## config.mk

```make
export PLATFORM = sky130hd
export DESIGN_NAME = ex_muldiv
export DESIGN_NICKNAME = d
export VERILOG_FILES = /design/src/rtl/ex_muldiv.sv
export SDC_FILE = /design/constraint.sdc
export NUM_CORES = 1
export LEC_CHECK = 0
export ABC_AREA = 1
export CORE_UTILIZATION = 45
export CTS_BUF_LIST = sky130_fd_sc_hd__clkbuf_8
export CTS_CLUSTER_DIAMETER = 80
export CTS_CLUSTER_SIZE = 40
export DETAILED_ROUTE_END_ITERATION = 12
export PLACE_DENSITY = 0.69
export SYNTH_ARGS = -nofsm -noshare
export SYNTH_HDL_FRONTEND = slang
export SYNTH_SLANG_ARGS = --single-unit
```

## constraint.sdc

```tcl
create_clock -name clk -period 9.7 [get_ports clk]
set_input_delay 1.94 -clock clk [delete_from_list [all_inputs] [get_ports clk]]
set_output_delay 1.94 -clock clk [all_outputs]
set_load 0.01 [all_outputs]
```

## src/rtl/ex_muldiv.sv

```systemverilog
// ex_muldiv: iterative multiply / multiply-accumulate / divide unit for the EX stage.
// One result bit per cycle on magnitudes; signs, accumulation and special cases
// are resolved in a single FIX cycle before the result is committed.
//
// state | meaning
// IDLE  | waiting for start, ready=1
// CALC  | WIDTH shift-add or shift-subtract iterations
// FIX   | sign correction, accumulate, special cases, commit hi_out/lo_out
// DONE  | one-cycle done pulse
module ex_muldiv #(
    parameter int WIDTH = 32
) (
    input  logic             clk,
    input  logic             rst,
    input  logic             start,
    input  logic [2:0]       op,
    input  logic [WIDTH-1:0] opa,
    input  logic [WIDTH-1:0] opb,
    input  logic [WIDTH-1:0] hi_in,
    input  logic [WIDTH-1:0] lo_in,
    input  logic             cancel,
    output logic             stall_req,
    output logic             ready,
    output logic             done,
    output logic [WIDTH-1:0] hi_out,
    output logic [WIDTH-1:0] lo_out
);
    localparam logic [1:0] S_IDLE = 2'd0;
    localparam logic [1:0] S_CALC = 2'd1;
    localparam logic [1:0] S_FIX  = 2'd2;
    localparam logic [1:0] S_DONE = 2'd3;
    localparam int CW = $clog2(WIDTH) + 1;

    logic [1:0]         state;
    logic [1:0]         kind_q;     // op[2:1]: 00 mult, 01 div, 10 madd, 11 msub
    logic [WIDTH-1:0]   a_q;
    logic [WIDTH-1:0]   b_q;
    logic [WIDTH-1:0]   raw_a;
    logic [WIDTH-1:0]   hi_acc;
    logic [WIDTH-1:0]   lo_acc;
    logic               neg_q;
    logic               neg_r;
    logic [CW-1:0]      cnt;
    // Multiply: {partial sum, remaining multiplier bits}.
    // Divide:   {remainder, dividend shifting out / quotient shifting in}.
    logic [2*WIDTH-1:0] work;

    logic               is_signed;
    logic [WIDTH-1:0]   abs_a;
    logic [WIDTH-1:0]   abs_b;
    logic [WIDTH:0]     mul_sum;
    logic [WIDTH:0]     trial;
    logic [2*WIDTH-1:0] work_nxt;
    logic [2*WIDTH-1:0] prod_s;
    logic [WIDTH-1:0]   quot_s;
    logic [WIDTH-1:0]   rem_s;
    logic [2*WIDTH-1:0] result;

    assign is_signed = ~op[0];
    assign abs_a     = (is_signed && opa[WIDTH-1]) ? ({WIDTH{1'b0}} - opa) : opa;
    assign abs_b     = (is_signed && opb[WIDTH-1]) ? ({WIDTH{1'b0}} - opb) : opb;

    assign ready     = (state == S_IDLE);
    assign done      = (state == S_DONE);
    assign stall_req = (state == S_IDLE && start && !cancel) || state == S_CALC || state == S_FIX;

    // One iteration step: shift-add for multiply, restoring shift-subtract for divide
    always_comb begin
        mul_sum  = {1'b0, work[2*WIDTH-1:WIDTH]} + (work[0] ? {1'b0, a_q} : {(WIDTH+1){1'b0}});
        trial    = {work[2*WIDTH-1:WIDTH], work[WIDTH-1]} - {1'b0, b_q};
        work_nxt = {mul_sum, work[WIDTH-1:1]};
        if (kind_q == 2'b01) begin
            if (trial[WIDTH])
                work_nxt = {work[2*WIDTH-2:0], 1'b0};
            else
                work_nxt = {trial[WIDTH-1:0], work[WIDTH-2:0], 1'b1};
        end
    end

    // Sign fix, accumulate and divide-by-zero override, evaluated during FIX
    always_comb begin
        prod_s = neg_q ? ({(2*WIDTH){1'b0}} - work) : work;
        quot_s = neg_q ? ({WIDTH{1'b0}} - work[WIDTH-1:0]) : work[WIDTH-1:0];
        rem_s  = neg_r ? ({WIDTH{1'b0}} - work[2*WIDTH-1:WIDTH]) : work[2*WIDTH-1:WIDTH];
        case (kind_q)
            2'b01: begin
                if (b_q == {WIDTH{1'b0}})
                    result = {raw_a, {WIDTH{1'b1}}};
                else
                    result = {rem_s, quot_s};
            end
            2'b10:   result = {hi_acc, lo_acc} + prod_s;
            2'b11:   result = {hi_acc, lo_acc} - prod_s;
            default: result = prod_s;
        endcase
    end

    // FSM, operand capture, iteration and result commit
    always_ff @(posedge clk or posedge rst) begin
        if (rst) begin
            state  <= S_IDLE;
            kind_q <= 2'b00;
            a_q    <= '0;
            b_q    <= '0;
            raw_a  <= '0;
            hi_acc <= '0;
            lo_acc <= '0;
            neg_q  <= 1'b0;
            neg_r  <= 1'b0;
            cnt    <= '0;
            work   <= '0;
            hi_out <= '0;
            lo_out <= '0;
        end else begin
            case (state)
                S_IDLE: begin
                    if (start && !cancel) begin
                        kind_q <= op[2:1];
                        a_q    <= abs_a;
                        b_q    <= abs_b;
                        raw_a  <= opa;
                        hi_acc <= hi_in;
                        lo_acc <= lo_in;
                        neg_q  <= is_signed & (opa[WIDTH-1] ^ opb[WIDTH-1]);
                        neg_r  <= is_signed & opa[WIDTH-1];
                        cnt    <= '0;
                        // divide shifts the dividend out; multiply shifts the multiplier out
                        work   <= (op[2:1] == 2'b01) ? {{WIDTH{1'b0}}, abs_a}
                                                     : {{WIDTH{1'b0}}, abs_b};
                        state  <= S_CALC;
                    end
                end
                S_CALC: begin
                    if (cancel) begin
                        state <= S_IDLE;
                    end else begin
                        work <= work_nxt;
                        cnt  <= cnt + CW'(1);
                        if (cnt == CW'(WIDTH - 1))
                            state <= S_FIX;
                    end
                end
                S_FIX: begin
                    if (cancel) begin
                        state <= S_IDLE;
                    end else begin
                        hi_out <= result[2*WIDTH-1:WIDTH];
                        lo_out <= result[WIDTH-1:0];
                        state  <= S_DONE;
                    end
                end
                default: state <= S_IDLE;
            endcase
        end
    end
endmodule
```

==> out/summary.log, run 1 <==
qor: run_status.run_status completed
qor: floorplanning.initial_utilization 45.4%
qor: synth.netlist-cell-type-count 58
qor: synth.synth_warnings 0
qor: cts.max-clock-path-buffers 3
qor: grt.maximum_number_of_pins_on_one_net_before_global_route_repair 142
qor: detailed_routing.routedWlPerCell 21.3 um
qor: placed_design.globalplace.congestion 1.00
qor: finish.fillers 6515
qor: synth.synth-seq-cells 299
qor: detailed_routing.via_count 30200
qor: placed_design.post_dp_cell_area 30700 um^2
qor: timing.post-route-min-period 6.57 ns
qor: worst_setup_path.regToRegStartpoint neg_q
qor: placed_design.dp.final_hpwl 92500 um
qor: grt.grt_pass1_wl 172000 um
qor: worst_hold_path.hold_path.startpoint a_q[27]
qor: floorplanning.die_height 251 um
qor: pwr.leak_pwr 0.0152 uW
qor: timing.hold_viol_final 0
qor: floorplanning.rows 91
qor: synth.synth_edf_count 0
qor: placed_design.port-buffer-count 201
qor: timing.fin_ws 3.13 ns
qor: worst_hold_path.hold_path.class flip-flop to flip-flop
qor: worst_setup_path.worstSetupPathType flip-flop to flip-flop
qor: worst_hold_path.worstHoldEndpoint a_q[27]
qor: timing.fin_setup_tns 0 ns
qor: grt.grtUsageTotal 35.7%
qor: floorplanning.floorplan.io_pins 202
qor: worst_setup_path.worst_r2r_endpoint hi_out[29]
qor: synth.post_synth_inst_count 4411
qor: timing.rsz0062_at_grt false
qor: grt.overflow 0
qor: cts.cts_inserted_buffers 26
qor: detailed_routing.drt-initial-drc-count 2911
qor: cts.cts.reportedPaths.clkPinSlew 0.14 ns
qor: worst_setup_path.critical_path_required_time 10.35 ns
qor: placed_design.place_worst_setup_slack 3.12 ns
qor: worst_setup_path.start_kind flip-flop
qor: timing.relSlewSlack 29.8%
qor: worst_setup_path.arrival 7.22 ns
qor: timing.layout_worst_path_cycle_share 67.7%
qor: finish.final_net_count 4791
qor: pwr.powerDensity 436 nW/um^2
qor: grt.grt_pass1_vias 28200
qor: cts.cts_post_setup_buffers_inserted 0
qor: finish.syn_to_final_growth 12.5%
qor: finish.layout.cells.non_filler 5377
qor: timing.setup_viol 0
qor: timing.clock_skew_after_layout 0.0451 ns
qor: cts.cts.hold.buffers_added 0
qor: finish.final_cell_mix sky130_fd_sc_hd__nand2_1, sky130_fd_sc_hd__inv_1, sky130_fd_sc_hd__o21ai_0, sky130_fd_sc_hd__nor2_1, sky130_fd_sc_hd__a21oi_1
qor: cts.post_cts.resized_instances 0
qor: detailed_routing.antenna_violating_nets_post_route 0
qor: placed_design.placedCellCount 5329
qor: synth.ys_async_rst_share 100%
qor: worst_setup_path.reg2reg_setup_slack 3.13 ns
qor: cts.clock-sinks 299
qor: finish.final_util 51.1%
qor: finish.antenna_cells 0
qor: cts.tritoncts done
qor: synth.syn_area 28000 um^2
qor: detailed_routing.route.final.wire_length 115000 um
qor: finish.post-route-cell-area 31500 um^2
qor: floorplanning.coreArea 61600 um^2
qor: synth.synth_sequential_area_ratio 26.8%
qor: timing.timing.final.max_slew_violations 0
qor: detailed_routing.vias_per_cell 5.62
qor: floorplanning.die_area 63100 um^2
qor: detailed_routing.drc 0
qor: cts.ctsHtreeMaxLevel 1
qor: synth.synth_area_per_cell 6.34 um^2
qor: detailed_routing.drt-pass1-iter-count 6
qor: worst_hold_path.hold-path-cell-count 2
qor: floorplanning.chipWidth 251 um
qor: worst_setup_path.worstSetupEndpointType flip-flop
qor: finish.most_common_cell_after_layout_fill_and_taps_aside sky130_fd_sc_hd__nand2_1
qor: cts.root_buffer_master sky130_fd_sc_hd__clkbuf_8
qor: timing.fmax 0.152 GHz
qor: cts.clock_insertion_delay_worst_skew 0.72 ns
qor: finish.proportion_of_layout_cells_with_a_drive_suffix_above_1 4.54%
qor: timing.worst_pin_slew 1.05 ns
qor: synth.synth_nets 4682
qor: pwr.vdd_ir_drop_max 198 uV
qor: worst_setup_path.crit_fanout 102
qor: job.max_cap_viols 0
qor: grt.antenna_violations_before_repair 2
qor: synth.main_synth_ff_type sky130_fd_sc_hd__dfrtp_1
qor: worst_setup_path.reg2reg_depth 27
==> metal layers <==
layer  wire (um)  global-route usage (%)  vias up
li1            -                       -    14800
met1       50100                    48.8    14000
met2       50600                    56.7     1203
met3        7710                    3.55      228
met4        6190                    16.8        4
met5          25                       0        -
==> state kept, by name, indices dropped and copies added (netlist names) <==
| name | cells |
|---|---|
| work | 64 |
| hi_out | 32 |
| neg_r | 1 |
| lo_out | 32 |
| state | 2 |
| cnt | 6 |
| b_q | 32 |
| lo_acc | 32 |
| a_q | 32 |
| kind_q | 2 |
| raw_a | 31 |
| neg_q | 1 |
| hi_acc | 32 |
==> cell type report <==
type	instances	area (um^2)	area share [%]
multi-input combinational	3412	17900	56.8
sequential	299	7480	23.8
timing repair buffer	232	2260	7.18
inverter	549	2070	6.57
tap	837	1050	3.33
clock buffer	27	372	1.18
clock inverter	21	365	1.16
==> cells in the mapped netlist (41+ instances only) <==
master | count | share of area (%)
sky130_fd_sc_hd__nor2_1 | 434 | 5.8
sky130_fd_sc_hd__clkbuf_1 | 122 | 1.6
sky130_fd_sc_hd__a21oi_1 | 301 | 5.4
sky130_fd_sc_hd__o21ai_0 | 434 | 7.8
sky130_fd_sc_hd__dfrtp_1 | 299 | 27
sky130_fd_sc_hd__a31oi_1 | 56 | 1.3
sky130_fd_sc_hd__inv_1 | 536 | 7.2
sky130_fd_sc_hd__nand4_1 | 41 | 0.92
sky130_fd_sc_hd__nand2_1 | 1167 | 16
sky130_fd_sc_hd__xor2_1 | 126 | 3.9
sky130_fd_sc_hd__o211ai_1 | 62 | 1.7
sky130_fd_sc_hd__ha_1 | 133 | 6.0
sky130_fd_sc_hd__nand3_1 | 253 | 4.5
sky130_fd_sc_hd__nor3_1 | 43 | 0.77
==> worst max-delay path by stage <==
stage,from,endpoint,cells after the start
after global placement,neg_q,hi_out[29],26
after CTS,neg_q,hi_out[29],26
after detailed placement,neg_q,hi_out[29],26
final,neg_q,hi_out[29],27
after global routing,neg_q,hi_out[29],27
after floorplan,rst,a_q[0],1
==> metrics by stage <==
step | hold slack (ns) | power [uW]
floorplan | 0.444 | 9190
global placement | 0.464 | 12500
detailed placement | 0.466 | 12500
CTS | 0.498 | 13500
global route | 0.516 | 14900
finish | 0.494 | 13700
==> worst max-delay path, stage by stage, from the launching register on <==
cell                       delay [ns]
sky130_fd_sc_hd__dfrtp_2         0.36
sky130_fd_sc_hd__buf_4           0.74
sky130_fd_sc_hd__inv_1           0.64
sky130_fd_sc_hd__o21ai_1         0.27
sky130_fd_sc_hd__nand2_1         0.12
sky130_fd_sc_hd__inv_1           0.10
sky130_fd_sc_hd__nand2_1         0.06
sky130_fd_sc_hd__nor2_1          0.13
sky130_fd_sc_hd__nand2_1         0.12
sky130_fd_sc_hd__nor2_2          0.18
sky130_fd_sc_hd__nand4_2         0.15
sky130_fd_sc_hd__nor2_4          0.16
sky130_fd_sc_hd__a21oi_1         0.09
sky130_fd_sc_hd__xor2_1          0.21
sky130_fd_sc_hd__inv_1           0.09
sky130_fd_sc_hd__ha_1            0.34
sky130_fd_sc_hd__nand2_1         0.15
sky130_fd_sc_hd__nor2_1          0.15
sky130_fd_sc_hd__inv_1           0.09
sky130_fd_sc_hd__nor2_1          0.12
sky130_fd_sc_hd__inv_1           0.05
sky130_fd_sc_hd__o311ai_0        0.74
sky130_fd_sc_hd__a21oi_1         0.31
sky130_fd_sc_hd__o21ai_0         0.52
sky130_fd_sc_hd__nand2_1         0.21
sky130_fd_sc_hd__nand3b_1        0.15
sky130_fd_sc_hd__nand3_1         0.08
sky130_fd_sc_hd__a21boi_0        0.17
==> kinds of logic after synthesis <==
family	Yosys count	share of synthesized area [%]
AOI/OAI and AO/OA	1032	20.9
xor gates and xnor gates	153	4.79
adders and majority gates	136	6.17
buffers and inverters	700	9.49
DFF	299	26.8
muxes	1	0.0358
and+or+nand+nor	2090	31.8
==> power by group <==
part / internal [uW] / switching, uW
clock: 333 / 621
combinational: 3250 / 6970
sequential: 1820 / 704
Power figures use the tool's default switching activity.
==> run 2, diff against run 1 <==
- clock period: 9.7 -> 5.4 ns (I/O delays scaled with it)
==> run 2 against run 1 <==
Sequential cell count stayed put. Critical path depth decreased by 1. Design area grew 1.6%. Routed wire length is 1.4% higher. Highest routed layer unchanged.
==> out/summary.log, run 2 (same netlist as run 1, synthesis figures left out) <==
qor: timing.relSlewSlack 33.4%
qor: finish.proportion_of_layout_cells_with_a_drive_suffix_above_1 5.99%
qor: cts.tritoncts done
qor: worst_setup_path.reg2reg_depth 26
qor: worst_setup_path.reg2reg_setup_slack 0.04 ns
qor: timing.fin_setup_tns 0 ns
qor: detailed_routing.antenna_violating_nets_post_route 0
qor: detailed_routing.drt-initial-drc-count 3079
qor: finish.antenna_cells 0
qor: finish.final_net_count 4843
qor: timing.rsz0062_at_grt true
qor: cts.ctsHtreeMaxLevel 1
qor: worst_setup_path.worstSetupPathType flip-flop to flip-flop
qor: detailed_routing.route.final.wire_length 116000 um
qor: grt.grtUsageTotal 36.3%
qor: worst_setup_path.start_kind flip-flop
qor: job.max_cap_viols 0
qor: finish.largest_register_ffs 64
qor: placed_design.globalplace.congestion 1.03
qor: worst_setup_path.crit_fanout 7
qor: grt.antenna_violations_before_repair 2
qor: cts.root_buffer_master sky130_fd_sc_hd__clkbuf_8
qor: worst_setup_path.worstSetupEndpointType flip-flop
qor: floorplanning.chipWidth 251 um
qor: timing.clock_skew_after_layout 0.0364 ns
qor: detailed_routing.vias_per_cell 5.66
qor: finish.syn_to_final_growth 14.3%
qor: timing.timing.final.max_slew_violations 0
qor: grt.grt_pass1_wl 174000 um
qor: cts.max-clock-path-buffers 3
qor: detailed_routing.drt-pass1-iter-count 6
qor: timing.post-route-min-period 5.36 ns
qor: cts.clock_insertion_delay_worst_skew 0.73 ns
qor: timing.worst_pin_slew 0.995 ns
qor: finish.regMostFlops work
qor: run_status.run_status completed
qor: detailed_routing.drc 0
qor: finish.final_cell_mix sky130_fd_sc_hd__nand2_1, sky130_fd_sc_hd__inv_1, sky130_fd_sc_hd__o21ai_0, sky130_fd_sc_hd__nor2_1, sky130_fd_sc_hd__a21oi_1
qor: placed_design.dp.final_hpwl 94100 um
qor: detailed_routing.via_count 30700
qor: timing.layout_worst_path_cycle_share 99.3%
qor: timing.fmax 0.187 GHz
qor: worst_setup_path.critical_path_required_time 5.99 ns
qor: timing.hold_viol_final 0
qor: timing.setup_viol 0
qor: grt.maximum_number_of_pins_on_one_net_before_global_route_repair 195
qor: grt.overflow 0
qor: worst_hold_path.hold_path.class flip-flop to flip-flop
qor: floorplanning.floorplan.io_pins 202
qor: floorplanning.die_height 251 um
qor: detailed_routing.routedWlPerCell 21.4 um
qor: floorplanning.initial_utilization 45.4%
qor: floorplanning.coreArea 61600 um^2
qor: floorplanning.die_area 63100 um^2
qor: finish.most_common_cell_after_layout_fill_and_taps_aside sky130_fd_sc_hd__nand2_1
qor: worst_hold_path.hold-path-cell-count 2
qor: grt.grt_pass1_vias 28900
qor: cts.cts_inserted_buffers 27
qor: placed_design.port-buffer-count 201
qor: worst_setup_path.arrival 5.95 ns
qor: floorplanning.rows 91
qor: finish.final_util 51.9%
qor: cts.cts.reportedPaths.clkPinSlew 0.13 ns
qor: cts.clock-sinks 299
run 2: cell type report:
class | instances | area, um^2
multi-input cells | 3412 | 17900
clock buffers | 28 | 385
flip-flops and latches | 299 | 7480
repair buffers | 283 | 2700
clock inverters | 22 | 362
inverters | 549 | 2070
well taps | 837 | 1050
fillers | 6451 | 29600
run 2: path summary, 6_finish.rpt:
path	start	end
max	work[28]	hi_out[13]
min	a_q[27]	a_q[27]
max reg2reg	work[28]	hi_out[13]
min reg2reg	a_q[27]	a_q[27]
max in group asynchronous	rst	neg_q
min in group asynchronous	rst	lo_acc[14]
run 2: through the flow:
| step | instances | hold WS, ns | instance area (um^2) | setup WS [ns] |
|---|---|---|---|---|
| after floorplan | 4411 | 0.444 | 28000 | 0.347 |
| after detailed placement | 5380 | 0.466 | 31200 | 0.213 |
| after global placement | 5380 | 0.462 | 31200 | 0.206 |
| after CTS | 5430 | 0.494 | 31900 | 0.144 |
| after global routing | 5430 | 0.509 | 32000 | -0.135 |
| final | 5430 | 0.492 | 32000 | 0.0382 |
run 2: critical path: stages (launching register included):
cell and delay (ns):
sky130_fd_sc_hd__dfrtp_1 0.48, sky130_fd_sc_hd__nor2_1 0.26, sky130_fd_sc_hd__nand3_1 0.16, sky130_fd_sc_hd__nor2_1 0.31, sky130_fd_sc_hd__nand4_1 0.18, sky130_fd_sc_hd__nand3_1 0.11
sky130_fd_sc_hd__nand2_1 0.18, sky130_fd_sc_hd__nor2_1 0.22, sky130_fd_sc_hd__nand2_1 0.09, sky130_fd_sc_hd__nor2_1 0.11, sky130_fd_sc_hd__nand3b_1 0.17, sky130_fd_sc_hd__nor2_2 0.16
sky130_fd_sc_hd__nand2_1 0.14, sky130_fd_sc_hd__o21ai_2 0.28, sky130_fd_sc_hd__xor2_1 0.28, sky130_fd_sc_hd__ha_1 0.36, sky130_fd_sc_hd__a21oi_1 0.16, sky130_fd_sc_hd__inv_1 0.08
sky130_fd_sc_hd__a31oi_1 0.27, sky130_fd_sc_hd__o21ai_0 0.24, sky130_fd_sc_hd__a21oi_1 0.17, sky130_fd_sc_hd__o21ai_1 0.14, sky130_fd_sc_hd__or2_2 0.31, sky130_fd_sc_hd__nand3_1 0.09
sky130_fd_sc_hd__nand2_1 0.06, sky130_fd_sc_hd__o21ai_0 0.16, sky130_fd_sc_hd__nand2_1 0.07
run 2: metal layers:
layer  global-route usage (%)  wire length (um)  vias to the layer above
met4                     18.7              6790                        4
li1                         -                 -                    14900
met3                     4.62              8610                      229
met5                        0                26                        -
met2                     57.2             50900                     1302
met1                     48.6             50000                    14200
run 2: timing repair:
item	CTS	global route
endpoints found under the setup margin	0	20
resized for setup	0	20
endpoints found under the hold margin	0	0
hold buffers	0	0
buffers inserted	0	0
Power of run 2 is not shown: default switching activity piles up to over one toggle a cycle in this logic, so the estimate is an artifact.
